===== config.mk =====
export PLATFORM = sky130hd
export DESIGN_NAME = collision_event_generator_flat
export DESIGN_NICKNAME = d
export VERILOG_FILES = /design/src/rtl/collision_event_if.sv /design/src/rtl/collision_event_generator.sv /design/src/flat_wrapper.sv
export SDC_FILE = /design/constraint.sdc
export NUM_CORES = 1
export LEC_CHECK = 0
export ABC_AREA = 0
export BUFFER_PORTS_ARGS = -buffer_cell sky130_fd_sc_hd__buf_2
export CAP_MARGIN = 20
export CORE_AREA = 5 5 42 44
export CTS_CLUSTER_SIZE = 20
export DETAILED_ROUTE_END_ITERATION = 16
export DIE_AREA = 0 0 47 49
export PLACE_DENSITY_LB_ADDON = 0.12
export SLEW_MARGIN = 20
export SYNTH_ARGS = -nofsm -noshare
export SYNTH_HDL_FRONTEND = slang
export SYNTH_SLANG_ARGS = --single-unit

===== constraint.sdc =====
create_clock -name clk -period 4.1 [get_ports clk]
set_input_delay 0.205 -clock clk [delete_from_list [all_inputs] [get_ports clk]]
set_output_delay 0.205 -clock clk [all_outputs]
set_load 0.03 [all_outputs]

===== src/rtl/collision_event_if.sv =====
// Bundle between the object renderers / game_controller and collision_event_generator.
// COLLISION_COUNT_EN adds the collisionCount bus.
interface collision_event_if;
    logic       startOfFrame;
    logic       pause;
    logic       drawingRequestSmiley;
    logic       drawingRequestBorderBottom;
    logic       drawingRequestObstacle;
    logic       obstacleIsReal;
    logic       collisionSmileyBorderBottom;
    logic       collisionSmileyObstacle;
    logic       collisionSmileyObstacleReal;
`ifdef COLLISION_COUNT_EN
    logic [7:0] collisionCount;

    modport master (
        output startOfFrame, pause, drawingRequestSmiley, drawingRequestBorderBottom,
               drawingRequestObstacle, obstacleIsReal,
        input  collisionSmileyBorderBottom, collisionSmileyObstacle,
               collisionSmileyObstacleReal, collisionCount
    );
    modport slave (
        input  startOfFrame, pause, drawingRequestSmiley, drawingRequestBorderBottom,
               drawingRequestObstacle, obstacleIsReal,
        output collisionSmileyBorderBottom, collisionSmileyObstacle,
               collisionSmileyObstacleReal, collisionCount
    );
`else
    modport master (
        output startOfFrame, pause, drawingRequestSmiley, drawingRequestBorderBottom,
               drawingRequestObstacle, obstacleIsReal,
        input  collisionSmileyBorderBottom, collisionSmileyObstacle,
               collisionSmileyObstacleReal
    );
    modport slave (
        input  startOfFrame, pause, drawingRequestSmiley, drawingRequestBorderBottom,
               drawingRequestObstacle, obstacleIsReal,
        output collisionSmileyBorderBottom, collisionSmileyObstacle,
               collisionSmileyObstacleReal
    );
`endif
endinterface


===== src/rtl/collision_event_generator.sv =====
// Latches smiley collisions over a frame and emits one-cycle event pulses after startOfFrame.
// Optional COLLISION_COUNT_EN adds a saturating count of real-obstacle pulses.
module collision_event_generator #(
    parameter int HOLDOFF_FRAMES = 4,
    parameter int HOLD_W         = 4
) (
    input  logic             clk,
    input  logic             reset,
    collision_event_if.slave bus
);
    typedef enum logic {ST_ACCUM, ST_EMIT} state_t;

    state_t              state_q, state_d;
    logic                fb_q, fb_d, fo_q, fo_d, fr_q, fr_d;
    logic                outb_q, outb_d, outo_q, outo_d, outr_q, outr_d;
    logic [HOLD_W-1:0]   hold_q, hold_d;
    logic                armed_q, armed_d;
    logic                hit_b, hit_o, hit_r, obs_mask;
    logic                set_b, set_o, set_r;
`ifdef COLLISION_COUNT_EN
    logic [7:0]          cnt_q, cnt_d;
`endif

    always_comb begin
        hit_b = bus.drawingRequestSmiley & bus.drawingRequestBorderBottom;
        hit_o = bus.drawingRequestSmiley & bus.drawingRequestObstacle;
        hit_r = hit_o & bus.obstacleIsReal;
        // The counter is only loaded at the end of the emit cycle, so mask that cycle explicitly.
        obs_mask = (hold_q != '0) ||
                   (state_q == ST_EMIT && outo_q && HOLDOFF_FRAMES != 0);
        set_b = hit_b;
        set_o = hit_o & ~obs_mask;
        set_r = hit_r & ~obs_mask;
    end

    always_comb begin
        state_d = state_q;
        fb_d    = fb_q | set_b;
        fo_d    = fo_q | set_o;
        fr_d    = fr_q | set_r;
        outb_d  = 1'b0;
        outo_d  = 1'b0;
        outr_d  = 1'b0;
        hold_d  = hold_q;
        armed_d = armed_q;
`ifdef COLLISION_COUNT_EN
        cnt_d   = cnt_q;
`endif
        case (state_q)
            ST_ACCUM: begin
                if (bus.startOfFrame) begin
                    state_d = ST_EMIT;
                    armed_d = 1'b1;
                    // Hits in the startOfFrame cycle belong to the frame just starting.
                    fb_d    = set_b;
                    fo_d    = set_o;
                    fr_d    = set_r;
                    // First frame after reset is partial; border hit wins over obstacles.
                    if (armed_q && !bus.pause) begin
                        outb_d = fb_q;
                        outo_d = fo_q & ~fb_q;
                        outr_d = fr_q & ~fb_q;
                    end
                    if (!bus.pause && hold_q != '0)
                        hold_d = hold_q - HOLD_W'(1);
                end
            end
            ST_EMIT: begin
                state_d = ST_ACCUM;
                if (outo_q && !bus.pause)
                    hold_d = HOLD_W'(HOLDOFF_FRAMES);
`ifdef COLLISION_COUNT_EN
                if (outr_q && cnt_q != 8'hFF)
                    cnt_d = cnt_q + 8'd1;
`endif
            end
            default: state_d = ST_ACCUM;
        endcase
        if (bus.pause) begin
            fb_d = 1'b0;
            fo_d = 1'b0;
            fr_d = 1'b0;
        end
    end

    always_ff @(posedge clk) begin
        if (reset) begin
            state_q <= ST_ACCUM;
            fb_q    <= 1'b0;
            fo_q    <= 1'b0;
            fr_q    <= 1'b0;
            outb_q  <= 1'b0;
            outo_q  <= 1'b0;
            outr_q  <= 1'b0;
            hold_q  <= '0;
            armed_q <= 1'b0;
`ifdef COLLISION_COUNT_EN
            cnt_q   <= 8'd0;
`endif
        end else begin
            state_q <= state_d;
            fb_q    <= fb_d;
            fo_q    <= fo_d;
            fr_q    <= fr_d;
            outb_q  <= outb_d;
            outo_q  <= outo_d;
            outr_q  <= outr_d;
            hold_q  <= hold_d;
            armed_q <= armed_d;
`ifdef COLLISION_COUNT_EN
            cnt_q   <= cnt_d;
`endif
        end
    end

    assign bus.collisionSmileyBorderBottom = outb_q;
    assign bus.collisionSmileyObstacle     = outo_q;
    assign bus.collisionSmileyObstacleReal = outr_q;
`ifdef COLLISION_COUNT_EN
    assign bus.collisionCount              = cnt_q;
`endif
endmodule

===== src/flat_wrapper.sv =====
// flat-port wrapper written by rule: the top's interface ports become plain ports
module collision_event_generator_flat 
#(
    parameter int HOLDOFF_FRAMES = 4,
    parameter int HOLD_W         = 4
)
  (clk, reset, bus_startOfFrame, bus_pause, bus_drawingRequestSmiley, bus_drawingRequestBorderBottom, bus_drawingRequestObstacle, bus_obstacleIsReal, bus_collisionSmileyBorderBottom, bus_collisionSmileyObstacle, bus_collisionSmileyObstacleReal);
  collision_event_if bus_i ();
  input  logic clk;
  input  logic reset;
  input wire logic [$bits(bus_i.startOfFrame)-1:0] bus_startOfFrame;
  input wire logic [$bits(bus_i.pause)-1:0] bus_pause;
  input wire logic [$bits(bus_i.drawingRequestSmiley)-1:0] bus_drawingRequestSmiley;
  input wire logic [$bits(bus_i.drawingRequestBorderBottom)-1:0] bus_drawingRequestBorderBottom;
  input wire logic [$bits(bus_i.drawingRequestObstacle)-1:0] bus_drawingRequestObstacle;
  input wire logic [$bits(bus_i.obstacleIsReal)-1:0] bus_obstacleIsReal;
  output wire logic [$bits(bus_i.collisionSmileyBorderBottom)-1:0] bus_collisionSmileyBorderBottom;
  output wire logic [$bits(bus_i.collisionSmileyObstacle)-1:0] bus_collisionSmileyObstacle;
  output wire logic [$bits(bus_i.collisionSmileyObstacleReal)-1:0] bus_collisionSmileyObstacleReal;
  assign bus_i.startOfFrame = bus_startOfFrame;
  assign bus_i.pause = bus_pause;
  assign bus_i.drawingRequestSmiley = bus_drawingRequestSmiley;
  assign bus_i.drawingRequestBorderBottom = bus_drawingRequestBorderBottom;
  assign bus_i.drawingRequestObstacle = bus_drawingRequestObstacle;
  assign bus_i.obstacleIsReal = bus_obstacleIsReal;
  assign bus_collisionSmileyBorderBottom = bus_i.collisionSmileyBorderBottom;
  assign bus_collisionSmileyObstacle = bus_i.collisionSmileyObstacle;
  assign bus_collisionSmileyObstacleReal = bus_i.collisionSmileyObstacleReal;
  collision_event_generator #(.HOLDOFF_FRAMES(HOLDOFF_FRAMES), .HOLD_W(HOLD_W)) u_core (.clk(clk), .reset(reset), .bus(bus_i));
endmodule

# Word-level counts from Yosys, hierarchy flattened
# Cells that the tools add are included.
# Widths: inputs -> output; s select.
[classes]
addsub = 1
multipliers = 0
n_div = 0
magnitude_cmp = 0
n_eq_ne = 3
n_shift = 0
mux = 12
bitwise_logic = 15
n_reduce_logical = 11
[ops]
columns = ["operator", "count"]
rows = [
  ["$mux 4", 3],
  ["$pmux 4 s2", 1],
  ["$and 1x1->1", 7],
  ["$mux 1", 7],
  ["$not 1->1", 5],
  ["$logic_and 1x1->1", 4],
  ["$ne 2x2->1 const B", 2],
  ["$reduce_bool 4->1", 1],
  ["$reduce_or 4->1", 1],
  ["$sub 4x1->4 const B", 1],
  ["$or 1x1->1", 3],
  ["$reduce_and 3->1", 1],
  ["$ne 2x1->1 const B", 1],
  ["$pmux 1 s2", 1],
  ["$reduce_and 2->1", 1],
  ["$reduce_or 2->1", 1],
  ["$logic_not 1->1", 1],
  ["$logic_or 1x1->1", 1],
]
[totals]
register_bits = 12
latch_bits = 0
ram_bits = 0
rom_bits = 0
inputBits = 8
output_inout_bits = 3
word_cells = 51
mem_count = 0

# Longest topological paths before layout
# Gate-level depths: netlist of run 1.
[depth]
depth_word = 7
mapped_depth = 5
depth_no_buf = 5

# Least setup slack after synthesis of run 1
# Ideal clock, no wire load.
[synth_timing]
path_type = "reg2reg"
startpoint = "register u_core.hold_q[0]"
endpoint = "register u_core.hold_q[3]"
setup_time_ns = 0.070
arrival_time_ns = 1.363
required_ns = 4.030
slack_ns = 2.667
path_stages_with_launch = 6
path_buffers = 0
period_less_slack_ns = 1.433
path_cell_list = "dfxtp_1 inv_1 ha_1 nor3b_1 or4_1 a21oi_1"
[synth_via]
elab_chain_len = 4
elab_cells_between_ends = 8
cone_classes = "add/sub: 1; eq/ne: 1; mux: 3; reduce/logical: 3"
[synth_rtl]
columns = ["element", "line_no", "text"]
rows = [
  ["start: declaration", "collision_event_generator.sv:16", "logic [HOLD_W-1:0] hold_q, hold_d;"],
  ["start signal: assignment", "collision_event_generator.sv:108", "hold_q <= hold_d;"],
  ["$sub 4x1->4 or $reduce_bool 4->1 (tied branches)", "collision_event_generator.sv:65, collision_event_generator.sv:64", ""],
  ["$mux 4 or $logic_and 1x1->1 (tied branches)", "collision_event_generator.sv:64", "if (!bus.pause && hold_q != '0)"],
  ["$mux 4 or $ne 2x1->1 (tied branches)", "n/a", ""],
  ["$pmux 4 s2 or $reduce_and 3->1 (tied branches)", "n/a", ""],
]
# Several ways; a longest one is shown, not always the timed one. The select of a mux whose other input is x is not followed.
# A chain may end at the register's enable or synchronous reset.

# Worst setup path in the final report of run 1
[layout_timing]
startpoint = "register u_core.hold_q[0]"
endpoint = "register u_core.fr_q"
[layout_via]
elab_chain_len = 7
[layout_rtl]
columns = ["element", "line_no", "text"]
rows = [
  ["$reduce_bool 4->1 *", "collision_event_generator.sv:29", "obs_mask = (hold_q != '0) ||"],
  ["$logic_or 1x1->1 *", "collision_event_generator.sv:29", ""],
  ["$not 1->1 *", "collision_event_generator.sv:33", "set_r = hit_r & ~obs_mask;"],
  ["$and 1x1->1 *", "collision_event_generator.sv:33", ""],
  ["$or 1x1->1", "collision_event_generator.sv:40", "fr_d = fr_q | set_r;"],
  ["$mux 1", "collision_event_generator.sv:51", "if (bus.startOfFrame) begin"],
  ["$mux 1 *", "collision_event_generator.sv:49", "case (state_q)"],
  ["end signal: assignment", "collision_event_generator.sv:104", "fr_q <= fr_d;"],
  ["end: declaration", "collision_event_generator.sv:14", "logic fb_q, fb_d, fo_q, fo_d, fr_q, fr_d;"],
]
# Every way passes the cells marked *; elsewhere a longest branch is shown, timed or not.

==> impl_metrics.json, run 1 <==
{
  "avgSynthCellArea_um2": 9.05,
  "critPathCaptureType": "flop",
  "start_util_pct": 35.5,
  "yosysWarnings": 0,
  "htreeDepth": 1,
  "cp.required_ns": 4.29,
  "worst_r2r_startpoint": "u_core.hold_q[0]",
  "finClkSkew_ns": 0.00802,
  "cts_tree": "done",
  "setup_tns_ns": 0,
  "path_cells": "inv_1 > ha_1 > nor3b_1 > nand4_1 > a21boi_0",
  "hpwlAfterDp_um": 749,
  "dieHeight_um": 49,
  "synth_seq_cells": 12,
  "synth_async_sr_flop_share_pct": 0,
  "area_growth_pct": 19.1,
  "placed_area_um2": 557,
  "fin_nets": 76,
  "multi_input_area_um2": 231,
  "maxSlewViolCount": 0,
  "antenna_found_initial": 0,
  "vias_per_cell": 5.38,
  "worst_slew_pin_slew_ns": 0.772,
  "ir_drop_v": 0.000181,
  "crit_path_max_fanout": 8,
  "setup_viol": 0,
  "rows": 14,
  "routed_wl_um": 1010,
  "via_count": 441,
  "gr-usage-all-layers_pct": 10.3,
  "io_pins": 11,
  "netlist_area_um2": 498,
  "clkSinkCount": 12,
  "grt_pass1_vias": 438,
  "min_from": "reset",
  "startpoint": "u_core.hold_q[0]",
  "drv_cap": 0,
  "ys_types": 23,
  "syn_nets": 64,
  "hold_viol_final": 0,
  "fin_util_pct": 42.3,
  "ant_nets": 0,
  "max-slew-margin-rel_pct": 48.4,
  "finalWeightedCongestion": 0.748,
  "drc": 0,
  "n_antenna_cell": 0,
  "final_area_um2": 593,
  "cellLeakagePower_nw": 0.227,
  "grt_pass1_wl_um": 1750,
  "seq_area_um2": 240,
  "min_path_type": "in -> reg",
  "fill_cells": 150,
  "critPathMaxStageDelay_ns": 0.65,
  "dr.pass1.iters": 4,
  "status": "finished clean",
  "core_area_um2": 1400,
  "cts-root-buf": "clkbuf_4",
  "finalCritPeriodShare_pct": 39.8,
  "rsz0062_at_grt": "no",
  "clk_path_buf_depth": 2,
  "pwr_density_cell_nw_per_um2": 384,
  "wl_per_cell_um": 12.3,
  "drive_above_1_share_pct": 22.7,
  "dieArea_um2": 2300,
  "finalCriticalPeriod_ns": 1.63,
  "ys_seq_area_share_pct": 48.2,
  "cp-start-kind": "flop",
  "crit_slowest_cell": "nor3b_1",
  "max_freq_mhz": 612,
  "drt_iter0_markers": 5,
  "final_common_cell": "dfxtp_1",
  "layout_common_cells": "dfxtp_1 (12), buf_2 (10), a21oi_1 (5), nor3_1 (5)",
  "ctsHoldBuffers": 0,
  "cts_resized": 0,
  "post_cts_buffers": 0,
  "synthesis.instances": 55,
  "grt_max_degree": 15,
  "grt-ovfl-total": 0,
  "port_buffers": 10,
  "critPathKind": "reg -> reg",
  "cts.clk_slew.worst_paths_ns": 0.08,
  "clk_latency_ns": 0.27,
  "arrival_ns": 1.82,
  "cts_made_buffers": 3,
  "yosys_most_used_dff": "dfxtp_1",
  "fp.dieW_um": 47,
  "synth_edf_count": 0
}
-- kinds of logic after synthesis --
kind of cell / Yosys count / synth area share (%)
flip-flops: 12 / 48.2
AND/OR/NAND/NOR: 23 / 27.1
buffers and inverters: 7 / 5.28
adder cells (fa/ha/maj): 1 / 2.51
AO/OA/AOI/OAI: 12 / 16.8
-- power breakdown --
part	switching, mW	internal, mW
Clock	0.0389	0.0540
Combinational	0.00876	0.00569
Sequential	0.00138	0.119
-- final cells by class --
class	instances	area share (%)
multi-input combinational	36	39.0
tap	16	3.38
sequential	12	40.5
timing repair buffer	10	8.44
clock buffer	4	6.12
inverter	4	2.53
-- through the flow --
stage	power (mW)	setup WS, ns	hold slack (ns)	instances
floorplan	0.132	2.67	0.363	55
global placement	0.138	2.46	0.445	78
detailed placement	0.137	2.48	0.451	78
CTS	0.230	2.46	0.214	82
global route	0.237	2.24	0.224	82
finish	0.228	2.47	0.213	82
-- path summary, 6_finish.rpt --
check | slack, ns | cells past startpoint | end
worst max-delay path | 2.47 | 5 | u_core.fr_q
worst max register to register | 2.47 | 5 | u_core.fr_q
worst min register to register | 0.46 | 2 | u_core.bus.collisionSmileyBorderBottom
worst min-delay path | 0.21 | 2 | u_core.hold_q[3]
-- critical path, delay by kind of cell (launching register included) --
family | cells | cell delay [ns]
compound gates | 1 | 0.20
fa+ha+maj | 1 | 0.16
buf+inv | 1 | 0.06
flops | 1 | 0.33
simple gates | 2 | 0.81
-- cells in the mapped netlist, types with 2 or more instances --
cell | instances | area share, %
nand2_1 | 3 | 2.3
clkbuf_1 | 3 | 2.3
and3_1 | 2 | 2.5
o311ai_1 | 2 | 3.5
inv_1 | 4 | 3.0
dfxtp_1 | 12 | 48
a21oi_1 | 5 | 5.0
or4_1 | 4 | 6.0
nor2_1 | 2 | 1.5
nor3_1 | 5 | 5.0
-- flip-flops by register name, indices dropped and copies added (netlist names) --
name / cells
u_core.hold_q: 4
u_core.armed_q: 1
u_core.bus.collisionSmileyBorderBottom: 1
u_core.bus.collisionSmileyObstacle: 1
u_core.bus.collisionSmileyObstacleReal: 1
u_core.fb_q: 1
u_core.fo_q: 1
u_core.fr_q: 1
u_core.state_q: 1
-- layer usage --
layer,track usage [%],vias to the layer above,routed length [um]
met5,0,-,0
met4,7.37,0,12
met3,2.58,2,36
met2,14.5,11,480
met1,13.1,200,481
li1,-,228,-
Power figures use the tool's default switching activity.
==> inputs of run 2 (changes only) <==
==> constraint.sdc (replaced) <==
create_clock -name clk -period 1.55 [get_ports clk]
set_input_delay 0.0775 -clock clk [delete_from_list [all_inputs] [get_ports clk]]
set_output_delay 0.0775 -clock clk [all_outputs]
set_load 0.03 [all_outputs]
==> impl_metrics.json, run 2 (synthesis results as in run 1) <==
{
  "clk_path_buf_depth": 2,
  "setup_tns_ns": 0,
  "fin_cells": 85,
  "worst_r2r_startpoint": "u_core.hold_q[1]",
  "max-slew-margin-rel_pct": 67.4,
  "path_delay_family": "simple AND/OR/NAND/NOR gates",
  "cts-root-buf": "clkbuf_4",
  "area_growth_pct": 25.9,
  "start_util_pct": 35.5,
  "io_pins": 11,
  "ctsHoldBuffers": 0,
  "vias_per_cell": 5.29,
  "cellLeakagePower_nw": 0.245,
  "port_buffers": 10,
  "finalCritPeriodShare_pct": 97.2,
  "final_common_cell": "dfxtp_1",
  "via_count": 450,
  "min_from": "reset",
  "ir_drop_v": 0.000394,
  "largest_register_ffs": 4,
  "cts_tree": "done",
  "cts_made_buffers": 3,
  "hpwlAfterDp_um": 859,
  "cp.required_ns": 1.75,
  "drc": 0,
  "crit_path_max_fanout": 2,
  "critPathCaptureType": "flop",
  "cts.clk_slew.worst_paths_ns": 0.07,
  "startpoint": "u_core.hold_q[1]",
  "cp_num_buf_inv": 1,
  "grt_pass1_vias": 445,
  "path_cells": "buf_4 > or4_4 > or4_1 > a21oi_1",
  "n_antenna_cell": 0,
  "dp_cells": 83,
  "hold_viol_final": 0,
  "maxSlewViolCount": 0,
  "placed_area_um2": 594,
  "grt-ovfl-total": 0,
  "finalCriticalPeriod_ns": 1.51,
  "min_path_type": "in -> reg",
  "critPathMaxStageDelay_ns": 0.48,
  "layout_common_cells": "dfxtp_1 (11), buf_2 (10), nor3_1 (5)",
  "fp.dieW_um": 47,
  "pwr_density_cell_nw_per_um2": 862,
  "ant_nets": 0,
  "dr.pass1.iters": 3,
  "fill_cells": 161,
  "cp-start-kind": "flop",
  "worst_slew_pin_slew_ns": 0.487,
  "drv_cap": 0,
  "core_area_um2": 1400,
  "antenna_found_initial": 0,
  "regMostFlops": "u_core.hold_q",
  "dieArea_um2": 2300,
  "rows": 14,
  "finClkSkew_ns": 0.000484,
  "gr-usage-all-layers_pct": 11.2,
  "arrival_ns": 1.70,
  "rsz0062_at_grt": "no",
  "routed_wl_um": 1110,
  "fin_nets": 80,
  "drt_iter0_markers": 2,
  "grt_max_degree": 12,
  "finalWeightedCongestion": 0.738,
  "setup_viol": 0,
  "status": "finished clean",
  "final_area_um2": 627,
  "clkSinkCount": 12,
  "max_freq_mhz": 664,
  "crit_slowest_cell": "or4_4",
  "drive_above_1_share_pct": 33.3,
  "dieHeight_um": 49,
  "clk_latency_ns": 0.26,
  "critPathKind": "reg -> reg",
  "htreeDepth": 1,
  "whs_ns": 0.0966,
  "grt_pass1_wl_um": 1930,
  "wl_per_cell_um": 13.1
}
-- run 2: worst paths after layout --
path	cells after the start	slack (ns)	to
setup reg to reg	4	0.04	u_core.hold_q[3]
setup / recovery	4	0.04	u_core.hold_q[3]
hold reg to reg	2	0.46	u_core.bus.collisionSmileyBorderBottom
hold / removal	2	0.1	u_core.hold_q[1]
-- run 2: timing repair --
item	4_1_cts	5_1_grt
setup endpoints to repair	3	3
pin swaps	0	1
buffers inserted	0	0
gates resized for setup	1	4
-- run 2: cell type report --
class                           count  area (um2)  share of cell area (%)
Inverter                            4        15.0                    2.40
Multi-Input combinational cell     36         248                    39.5
Clock buffer                        3        22.5                    3.59
Sequential cell                    12         241                    38.5
Tap cell                           16        20.0                    3.19
Timing Repair Buffer               14        80.1                    12.8
-- run 2: stage by stage --
stage          setup slack, ns  utilization (%)  total power, mW
2_1_floorplan            0.117                -            0.349
3_3_place_gp           0.00965             42.4            0.368
3_5_place_dp          -0.00903             42.4            0.368
4_1_cts                0.00343             44.1            0.554
5_1_grt                0.00592             44.7            0.575
6_report                0.0431             44.7            0.540
-- run 2: power breakdown --
part           switching [mW]  leakage [nW]  internal (mW)  total, mW
clock                  0.0890        0.0138         0.0895      0.179
combinational          0.0250         0.134         0.0185     0.0436
sequential            0.00352        0.0979          0.314      0.318
-- run 2: routing by layer --
metal,GRT usage [%],wire length [um]
met1,14.4,520
met2,16.7,531
met3,5.17,62
met4,2.76,0
met5,0,0
==> inputs of run 3 (changes only) <==
--- a/config.mk
+++ b/config.mk
@@ -13,6 +13,7 @@
 export DETAILED_ROUTE_END_ITERATION = 16
 export DIE_AREA = 0 0 47 49
 export PLACE_DENSITY_LB_ADDON = 0.12
+export RECOVER_POWER = 25
 export SLEW_MARGIN = 20
 export SYNTH_ARGS = -nofsm -noshare
 export SYNTH_HDL_FRONTEND = slang
==> impl_metrics.json, run 3 (synthesis results as in run 1) <==
{
  "dieHeight_um": 49,
  "drt_iter0_markers": 2,
  "finalWeightedCongestion": 0.738,
  "grt_pass1_vias": 445,
  "via_count": 448,
  "finalCritPeriodShare_pct": 97.2,
  "worstHoldPathCells": 2,
  "ir_drop_v": 0.000394,
  "dieArea_um2": 2300,
  "worst_slew_pin_slew_ns": 0.487,
  "antenna_found_initial": 0,
  "status": "finished clean",
  "grt_max_degree": 12,
  "whs_ns": 0.0966,
  "grt_pass1_wl_um": 1930,
  "layout_common_cells": "dfxtp_1 (11), buf_2 (7), nor3_1 (5)",
  "gr-usage-all-layers_pct": 11.2,
  "finClkSkew_ns": 0.000484,
  "io_pins": 11,
  "clk_latency_ns": 0.26,
  "max-slew-margin-rel_pct": 67.4,
  "fill_cells": 162,
  "setup_viol": 0,
  "routed_wl_um": 1110,
  "final_common_cell": "dfxtp_1",
  "drc": 0,
  "cts-root-buf": "clkbuf_4",
  "dr.pass1.iters": 3,
  "cp-start-kind": "flop",
  "fin_util_pct": 44.5,
  "htreeDepth": 1,
  "hpwlAfterDp_um": 859,
  "min_to": "u_core.hold_q[1]",
  "largest_register_ffs": 4,
  "core_area_um2": 1400,
  "min_from": "reset",
  "rsz0062_at_grt": "no",
  "pwr_density_cell_nw_per_um2": 867,
  "cts_tree": "done",
  "start_util_pct": 35.5,
  "cp.required_ns": 1.75,
  "fin_nets": 80,
  "wl_per_cell_um": 13.1,
  "max_freq_mhz": 664,
  "ctsHoldBuffers": 0,
  "post_cts_buffers": 0,
  "cts_made_buffers": 3,
  "ant_nets": 0,
  "area_growth_pct": 25.1,
  "clk_path_buf_depth": 2,
  "arrival_ns": 1.70,
  "worst_r2r_startpoint": "u_core.hold_q[1]",
  "crit_path_max_fanout": 2,
  "cts.clk_slew.worst_paths_ns": 0.07,
  "grt-ovfl-total": 0,
  "r2r-end": "u_core.hold_q[3]",
  "maxSlewViolCount": 0,
  "drv_cap": 0,
  "critPathCaptureType": "flop",
  "n_antenna_cell": 0,
  "clkSinkCount": 12,
  "port_buffers": 10,
  "rrSetupSlack_ns": 0.04,
  "regMostFlops": "u_core.hold_q",
  "cellLeakagePower_nw": 0.232,
  "vias_per_cell": 5.27,
  "critPathKind": "reg -> reg",
  "drive_above_1_share_pct": 29.0,
  "fp.dieW_um": 47,
  "hold_viol_final": 0,
  "rows": 14,
  "finalCriticalPeriod_ns": 1.51,
  "min_path_type": "in -> reg",
  "worstRegToRegCells": 4
}
==> run 3: cell count changes in the layout (fill, tap and decap cells not counted), sizes merged <==
cell    change
buf         -3
clkbuf      +3
==> run 3: worst max path at each step <==
stage                           startpoint          endpoint  slack, ns  cells after the start
after floorplan           u_core.hold_q[0]  u_core.hold_q[3]       0.12                      5
after global placement    u_core.hold_q[0]  u_core.hold_q[3]       0.01                      6
after detailed placement  u_core.hold_q[0]  u_core.hold_q[3]     -0.009                      6
after CTS                 u_core.hold_q[0]  u_core.hold_q[0]      0.003                      6
after global routing      u_core.hold_q[0]  u_core.hold_q[1]      0.006                      5
final                     u_core.hold_q[1]  u_core.hold_q[3]       0.04                      4
==> run 3: final cells by class <==
cell class                 count  area, um2  share of cell area (%)
tap                           16       20.0                    3.21
multi-input combinational     36        248                    39.8
timing repair buffer          14       76.3                    12.2
clock buffer                   3       22.5                    3.61
sequential                    12        241                    38.8
inverter                       4       15.0                    2.41
==> run 3: routing by layer <==
layer  part of all wire [%]  GRT usage, %  wire [um]  up-vias
met3                    5.6          5.17         62        0
met1                     46          14.4        516      208
met4                      0          2.76          0        0
li1                       -             -          -      233
met5                      0             0          0        -
met2                     48          16.7        533        7
==> run 3: worst max-delay path, cell delays in order (launching register included) <==
cell and delay [ns]:
dfxtp_1 0.31, buf_4 0.13, or4_4 0.48, or4_1 0.40
a21oi_1 0.12
==> run 3: timing repair <==
action	in CTS	in global routing
pin swaps	0	1
endpoints found under the setup margin	3	3
gates resized for setup	1	4
==> run 3: where the power goes <==
part / leakage (nW) / total, mW / switching (mW) / internal (mW)
clock: 0.0138 / 0.179 / 0.0891 / 0.0895
combinational: 0.120 / 0.0435 / 0.0250 / 0.0185
sequential: 0.0979 / 0.318 / 0.00353 / 0.314
total: 0.232 / 0.540 / 0.118 / 0.422
==> run 3: per-stage QoR <==
step	total power [mW]	setup TNS, ns	cells	instance area [um2]	setup slack, ns
3_3_place_gp	0.368	0	83	594	0.00965
5_1_grt	0.575	0	85	623	0.00592
3_5_place_dp	0.368	-0.0177	83	594	-0.00903
2_1_floorplan	0.349	0	55	498	0.117
4_1_cts	0.554	0	86	618	0.00343
6_report	0.540	0	85	623	0.0431
